<file path="config.mk">
export PLATFORM = sky130hd
export DESIGN_NAME = apb_requester_arbiter
export DESIGN_NICKNAME = d
export VERILOG_FILES = /design/src/rtl/apb_requester_arbiter.sv
export SDC_FILE = /design/constraint.sdc
export NUM_CORES = 1
export LEC_CHECK = 0
export BUFFER_PORTS_ARGS = -buffer_cell sky130_fd_sc_hd__buf_2
export CAP_MARGIN = 30
export CORE_AREA = 2 2 111 113
export CTS_CLUSTER_DIAMETER = 40
export CTS_CLUSTER_SIZE = 30
export DETAILED_ROUTE_END_ITERATION = 6
export DIE_AREA = 0 0 113 115
export GPL_ROUTABILITY_DRIVEN = 0
export GPL_TIMING_DRIVEN = 0
export PLACE_DENSITY = 0.72
export SLEW_MARGIN = 20
export SYNTH_ARGS = -nofsm -noshare
export SYNTH_HDL_FRONTEND = slang
export SYNTH_SLANG_ARGS = --single-unit
</file>
<file path="constraint.sdc">
create_clock -name pclk_i -period 3.6 [get_ports pclk_i]
set_input_delay 0.72 -clock pclk_i [delete_from_list [all_inputs] [get_ports pclk_i]]
set_output_delay 0.72 -clock pclk_i [all_outputs]
set_load 0.05 [all_outputs]
</file>
<file path="src/rtl/apb_requester_arbiter.sv">
// apb_requester_arbiter: shares one APB bus between N_REQ local requesters.
// Round-robin arbitration, then a SETUP/ACCESS sequence on the APB requester
// side; read data and error status are returned to the granted requester.
// Optional feature macro: APB_TIMEOUT_EN (aborts an ACCESS phase that waits
// TIMEOUT_CYCLES cycles without pready and returns an error response).
module apb_requester_arbiter #(
   parameter int N_REQ          = 4,
   parameter int ADDR_WIDTH     = 8,
   parameter int DATA_WIDTH     = 32,
   parameter int TIMEOUT_CYCLES = 16
) (
   input  logic                          pclk_i,
   input  logic                          presetn_i,
   input  logic [N_REQ-1:0]              req_valid_i,
   input  logic [N_REQ-1:0]              req_write_i,
   input  logic [N_REQ*ADDR_WIDTH-1:0]   req_addr_i,
   input  logic [N_REQ*DATA_WIDTH-1:0]   req_wdata_i,
   output logic [N_REQ-1:0]              req_ready_o,
   output logic [N_REQ-1:0]              rsp_valid_o,
   output logic [DATA_WIDTH-1:0]         rsp_rdata_o,
   output logic                          rsp_err_o,
   output logic [ADDR_WIDTH-1:0]         paddr_o,
   output logic                          psel_o,
   output logic                          penable_o,
   output logic                          pwrite_o,
   output logic [DATA_WIDTH-1:0]         pwdata_o,
   input  logic                          pready_i,
   input  logic [DATA_WIDTH-1:0]         prdata_i,
   input  logic                          pslverr_i
);

   localparam int PW  = (N_REQ > 1) ? $clog2(N_REQ) : 1;
   localparam int PW1 = PW + 1;

   // Elaboration-time guard on the supported configuration range.
   if (N_REQ < 2 || N_REQ > 8 || TIMEOUT_CYCLES < 1) begin : g_bad_cfg
      $error("apb_requester_arbiter: unsupported N_REQ or TIMEOUT_CYCLES");
   end

   typedef enum logic [1:0] {IDLE = 2'd0, SETUP = 2'd1, ACCESS = 2'd2} state_t;

   typedef struct packed {
      logic                  write;
      logic [ADDR_WIDTH-1:0] addr;
      logic [DATA_WIDTH-1:0] wdata;
   } apb_req_t;

   state_t                 state_q, state_d;
   logic [PW-1:0]          rr_ptr_q, rr_ptr_d;
   logic [PW-1:0]          gnt_q, gnt_d;
   apb_req_t               req_q, req_d, arb_req;
   logic                   psel_q, psel_d;
   logic                   penable_q, penable_d;
   logic [N_REQ-1:0]       req_ready_q, req_ready_d;
   logic [N_REQ-1:0]       rsp_valid_q, rsp_valid_d;
   logic [DATA_WIDTH-1:0]  rsp_rdata_q, rsp_rdata_d;
   logic                   rsp_err_q, rsp_err_d;
   logic                   arb_hit, launch;
   logic [PW-1:0]          arb_idx;
   logic [PW1-1:0]         cand;

`ifdef APB_TIMEOUT_EN
   localparam int CW = $clog2(TIMEOUT_CYCLES + 1);
   logic [CW-1:0]          cnt_q, cnt_d;
`endif

   // Round-robin pick: first active requester at or after rr_ptr, wrapping.
   always_comb begin
      arb_hit = 1'b0;
      arb_idx = '0;
      cand    = '0;
      for (int k = 0; k < N_REQ; k++) begin
         cand = {1'b0, rr_ptr_q} + PW1'(k);
         if (cand >= PW1'(N_REQ)) cand = cand - PW1'(N_REQ);
         if (!arb_hit && req_valid_i[cand[PW-1:0]]) begin
            arb_hit = 1'b1;
            arb_idx = cand[PW-1:0];
         end
      end
   end

   // Request fields of the current arbitration winner.
   always_comb begin
      arb_req.write = req_write_i[arb_idx];
      arb_req.addr  = req_addr_i[arb_idx*ADDR_WIDTH +: ADDR_WIDTH];
      arb_req.wdata = req_wdata_i[arb_idx*DATA_WIDTH +: DATA_WIDTH];
   end

   // Next-state and registered-output logic for the APB sequencer.
   always_comb begin
      state_d     = state_q;
      rr_ptr_d    = rr_ptr_q;
      gnt_d       = gnt_q;
      req_d       = req_q;
      psel_d      = psel_q;
      penable_d   = penable_q;
      req_ready_d = '0;
      rsp_valid_d = '0;
      rsp_rdata_d = rsp_rdata_q;
      rsp_err_d   = 1'b0;
      launch      = 1'b0;
`ifdef APB_TIMEOUT_EN
      cnt_d       = cnt_q;
`endif
      case (state_q)
         IDLE: launch = arb_hit;
         SETUP: begin
            penable_d = 1'b1;
            rr_ptr_d  = (gnt_q == PW'(N_REQ - 1)) ? '0 : gnt_q + PW'(1);
            state_d   = ACCESS;
`ifdef APB_TIMEOUT_EN
            cnt_d     = '0;
`endif
         end
         ACCESS: begin
            if (pready_i) begin
               rsp_rdata_d        = req_q.write ? '0 : prdata_i;
               rsp_err_d          = pslverr_i;
               rsp_valid_d[gnt_q] = 1'b1;
               // Back-to-back: a pending request goes straight to SETUP.
               launch = arb_hit;
               if (!arb_hit) begin
                  psel_d    = 1'b0;
                  penable_d = 1'b0;
                  state_d   = IDLE;
               end
            end
`ifdef APB_TIMEOUT_EN
            else if (cnt_q == CW'(TIMEOUT_CYCLES - 1)) begin
               // This is the limit-th wait cycle: abort with an error response.
               rsp_rdata_d        = '0;
               rsp_err_d          = 1'b1;
               rsp_valid_d[gnt_q] = 1'b1;
               psel_d             = 1'b0;
               penable_d          = 1'b0;
               state_d            = IDLE;
            end else begin
               cnt_d = cnt_q + CW'(1);
            end
`endif
         end
         default: state_d = IDLE;
      endcase

      if (launch) begin
         gnt_d                = arb_idx;
         req_d                = arb_req;
         psel_d               = 1'b1;
         penable_d            = 1'b0;
         req_ready_d[arb_idx] = 1'b1;
         state_d              = SETUP;
      end
   end

   // State and output registers with synchronous active-low reset.
   always_ff @(posedge pclk_i) begin
      if (!presetn_i) begin
         state_q     <= IDLE;
         rr_ptr_q    <= '0;
         gnt_q       <= '0;
         req_q       <= '0;
         psel_q      <= 1'b0;
         penable_q   <= 1'b0;
         req_ready_q <= '0;
         rsp_valid_q <= '0;
         rsp_rdata_q <= '0;
         rsp_err_q   <= 1'b0;
`ifdef APB_TIMEOUT_EN
         cnt_q       <= '0;
`endif
      end else begin
         state_q     <= state_d;
         rr_ptr_q    <= rr_ptr_d;
         gnt_q       <= gnt_d;
         req_q       <= req_d;
         psel_q      <= psel_d;
         penable_q   <= penable_d;
         req_ready_q <= req_ready_d;
         rsp_valid_q <= rsp_valid_d;
         rsp_rdata_q <= rsp_rdata_d;
         rsp_err_q   <= rsp_err_d;
`ifdef APB_TIMEOUT_EN
         cnt_q       <= cnt_d;
`endif
      end
   end

   assign req_ready_o = req_ready_q;
   assign rsp_valid_o = rsp_valid_q;
   assign rsp_rdata_o = rsp_rdata_q;
   assign rsp_err_o   = rsp_err_q;
   assign paddr_o     = req_q.addr;
   assign pwrite_o    = req_q.write;
   assign pwdata_o    = req_q.wdata;
   assign psel_o      = psel_q;
   assign penable_o   = penable_q;

endmodule

</file>
---- Word level (Yosys, flattened, before mapping) ----
Index checks and enable logic that the tools add are counted.
W data, S select, Z words.
storage, ports and cells
  output and inout port bits .............. 84
  bits in latches ......................... 0
  word-level logic and storage cells ...... 105
  bits in writable memories ............... 0
  ROM bits ................................ 0
  input port bits ......................... 204
  memories ................................ 0
  flip-flop bits (word level) ............. 90
cells by class
  add/subtract/negate cells ............... 8
  order comparisons ....................... 12
  eq/ne operators ......................... 9
  divide/modulo/power cells ............... 0
  muxes and demuxes ....................... 39
  bitwise gates (word level) .............. 2
  shifts and indexed selects .............. 2
  multipliers ............................. 0
  reductions and logical operators ........ 20
operators by type and width
  cell                   count
  $shiftx A128 B8 Y32    1
  $mux W32               1
  $shiftx A32 B6 Y8      1
  $mux W2                11
  $lt A2 B3 Y1 const B   6
  $mux W1                17
  $reduce_and A3 Y1      5
  $bmux W1 S2            5
  $ge A3 B3 Y1 const B   3
  $sub A2 B1 Y2 const B  4
  $add A2 B2 Y3 const B  2
  $ne A2 B2 Y1 const B   3
  $ne A3 B3 Y1 const B   2
  $pmux W2 S3            1
  $reduce_bool A2 Y1     3
  $logic_and A1 B1 Y1    5
  $demux W1 S2           2
  $eq A2 B2 Y1 const B   2
  $ge A2 B1 Y1 const B   2
  $pmux W1 S2            2
  $reduce_and A2 Y1      2
  $add A2 B1 Y3 const B  1
  $ge A2 B3 Y1 const B   1
  $logic_not A1 Y1       3
  6 further kinds        7

---- Longest topological paths before layout ----
  word-level depth ........................ 18
  gate-level depth with buffers ........... 8
  depth with buffers taken out ............ 5

---- Worst setup path after synthesis ----
OpenSTA, ideal clock, no wires.
  kind .................................... input port to flip-flop
  from .................................... input req_valid_i[2]
  to ...................................... register req_q, in the netlist pwdata_o[23]
  path slack .............................. 1301 ps
  arrival ................................. 2177 ps
  cell stages on the path ................. 6
  path buffers ............................ 1
  setup time .............................. 122 ps
  data required time ...................... 3478 ps
  cell sequence ........................... nor2b_1 or4b_1 buf_2 nand2_4 mux2_2 a221o_1
on the way
  cells in the longest elaborated chain, start to end .. 14
  elaborated cells between the ends (all ways) .. 25
  those cells by class .................... shift (1); mux (18); reduce/logical (6)
RTL lines
  what                                                  RTL line  source
  from (decl)                                           14        input logic [N_REQ-1:0] req_valid_i,
  branches (longest 14 deep; another with $bmux W1 S2)  --
  to (signal assigned)                                  175       req_q <= req_d;
  to (decl)                                             51        apb_req_t req_q, req_d, arb_req;
Parallel ways; which one is timed is not known. The select of a mux whose other input is x is not followed.
A chain may end at the register's enable or synchronous reset.

---- Worst setup path after layout ----
  from .................................... input req_valid_i[2]
  to ...................................... register req_q, in the netlist pwdata_o[1]
The elaborated chain is that of the path after synthesis.

==> results.toml <==
[detailed_routing]
antenna_left = 0
viasPerCell = 5.14
route.vias.total = 4718
drtIter0Drc = 214
dr.pass1.iters = 7
wl_per_cell_um = 16.1
drc = 20
wl_mm = 14.7

[sta]
fmax_mhz = 424
slew_violations = 0
setup_violations = 0
fin_setup_tns_ns = 0
slew-limit-headroom_pct = 50.9
fin_skew_ns = 0.0117
tightest_slew_ns = 0.733
hold_viol = 0
min_period_ns = 2.36
grt_setup_unrepaired = "no"
hold_slack_ns = 0.451
fin_crit_sh_pct = 65.6

[min_path]
holdPathStages = 1
hold_path_startpoint = "psel_o"
whs_endpoint = "psel_o"
hold_path.class = "flip-flop to flip-flop"

[clock_network]
post_cts_buffers = 0
tritoncts.num_buffers = 9
clock_path_buffers = 2
cts-root-buf = "clkbuf_16"
cts_resized = 0
cts_tree = "built"
ctsHoldBuffers = 0
clk_latency_ns = 0.34
clock_sinks = 90
h-tree-depth = 3
clk_pin_slew_ns = 0.06

[critical_path]
worstSetupEndpointType = "flip-flop"
arrival_ns = 2.56
slowest_delay_ns = 0.55
r2r_cells = 7
r2r-start = "rr_ptr_q[0]"
cp_slowest_cell = "or4b_4"
critPathMaxFanout = 10
cp-start-kind = "input port"
timing.critical_path.mode_cell = "clkbuf_1"
cp_cell_sequence = "buf_2, nor2b_1, or4b_4, clkbuf_1, clkbuf_1, and3_1, o21ai_1, o211ai_1"
crit_start = "req_valid_i[2]"
cp_num_buf_inv = 3
path_class = "input port to flip-flop"
r2r_slack_ns = 1.46
critPathTopFamily = "simple AND/OR/NAND/NOR gates"
cp_data_required_time_ns = 3.80
reg2reg_to = "pwdata_o[1]"

[final_layout]
fin_util_pct = 52.6
layout.nets = 974
layout-drive-gt1-share_pct = 40.6
area_growth_syn_to_layout_pct = 44.0
stdcell_count = 918
fillCellCount = 1131
ff_latch_area_um2 = 1800
diodes = 0
multiInputGateArea_um2 = 2310

[grt]
grt_max_degree = 17
grtUsageTotal_pct = 21.9
antenna_found_initial = 0
grt_overflow_total = 0
first_global_vias = 4719
grt_pass1_wl_mm = 22.8

[logic_synthesis]
seq_area_frac_synth_pct = 41.7
synth_warnings = 0
synthArstFlopShare_pct = 0
synthCells = 468
syn-cell-area_um2 = 4320
synth.net_count = 676
syn_area_per_cell_um2 = 9.23
synth_edf_count = 0
yosysUniqueCellTypes = 36
ys_ff_latch = 90
synth_ff_type = "dfxtp_1"

[die]
die_w_um = 113
row_count = 40
die_h_um = 115
initial_core_util_pct = 36.6
io_pins = 288
design.die.area_um2 = 13000
core_area_um2 = 11800

[place]
dp.cells = 902
dp_hpwl_mm = 11.7
io_buffers = 287

[status]
status = "finished, violations left"
violations = "DRC"

[pwr]
peakVddDrop_v = 0.000247
p_leak_uw = 0.00307
p_per_area_nw_per_um2 = 466
power.total_uw = 2900

[run]
maxCapViolCount = 0
[worst max-delay path by stage]
| stage | end | cells after the start | slack [ns] |
|---|---|---|---|
| 2_1_floorplan | pwdata_o[23] | 6 | 1.30 |
| 3_3_place_gp | pwdata_o[1] | 8 | 0.90 |
| 3_5_place_dp | pwdata_o[24] | 8 | 0.84 |
| 4_1_cts | pwdata_o[24] | 8 | 1.18 |
| 5_1_grt | pwdata_o[24] | 8 | 0.95 |
| 6_report | pwdata_o[1] | 8 | 1.24 |
[stage by stage]
stage / setup WS [ns] / area (um^2)
after CTS: 1.18 / 6220
after global placement: 0.902 / 5940
final: 1.24 / 6220
after floorplan: 1.30 / 4320
after global routing: 0.948 / 6220
after detailed placement: 0.842 / 5940
[sequential cells by signal, indices dropped and copies added (netlist names)]
signal	count
rr_ptr_q	2
psel_o	1
pwrite_o	1
state_q	2
rsp_rdata_o	32
penable_o	1
rsp_valid_o	4
pwdata_o	32
paddr_o	8
req_ready_o	4
gnt_q	2
rsp_err_o	1
[metal layers]
metal / vias to the layer above / track usage [%] / share of wire [%]
li1: 2304 / - / -
met1: 2181 / 25.6 / 40
met2: 211 / 39.8 / 50
met3: 22 / 5.11 / 8.4
met4: 0 / 6.67 / 1.8
met5: - / 0 / 0
[report_power, final]
part | switching [uW] | internal [uW] | total, uW
registers | 49.6 | 1090 | 1140
logic | 572 | 299 | 871
clock network | 418 | 475 | 892
[cell families (layout without fill, tap and decap cells)]
kind of cell,count (synthesis),in the layout,share of synthesized area [%]
compound gates,165,165,27.2
fa+ha+maj,4,4,1.16
buf+inv,48,351,4.72
flops,90,90,41.7
mux,45,45,10.5
simple gates,116,116,14.7
[synthesized netlist by cell type, types with 7 or more instances]
| master | count | area share [%] |
|---|---|---|
| a21boi_1 | 19 | 3.3 |
| a22o_1 | 32 | 6.5 |
| mux2i_1 | 44 | 10 |
| nand2_1 | 43 | 3.7 |
| a21boi_0 | 23 | 4.0 |
| o211ai_1 | 41 | 7.1 |
| clkbuf_1 | 37 | 3.2 |
| dfxtp_1 | 90 | 42 |
| nor2b_1 | 12 | 1.7 |
| and2_1 | 7 | 1.0 |
| and3_1 | 41 | 5.9 |
| o21ai_1 | 40 | 4.6 |
[layout by cell type (no fill, tap or decap), types with 2 or more instances in the layout]
cell / count
dfxtp_1: 90
buf_4: 4
ha_1: 4
clkbuf_1: 38
a21boi_1: 19
inv_1: 4
clkbuf_16: 9
a21o_1: 2
inv_6: 2
and2_1: 7
a22o_1: 32
o21a_1: 2
a21boi_0: 23
mux2i_1: 44
a21oi_1: 2
clkinvlp_4: 3
and3_1: 41
buf_2: 288
nor2b_1: 12
nand2_1: 43
o211ai_1: 41
nor2_1: 4
o21ai_1: 40
[area by class of cell]
class / instances / area share (%)
buffer: 44 / 3.04
sequential: 90 / 29.0
clock inverter: 6 / 0.785
inverter: 4 / 0.242
tap: 147 / 2.96
multi-input combinational: 330 / 37.2
clock buffer: 10 / 3.68
timing repair buffer: 287 / 23.1
No activity file was read; power rests on OpenSTA's default activity.
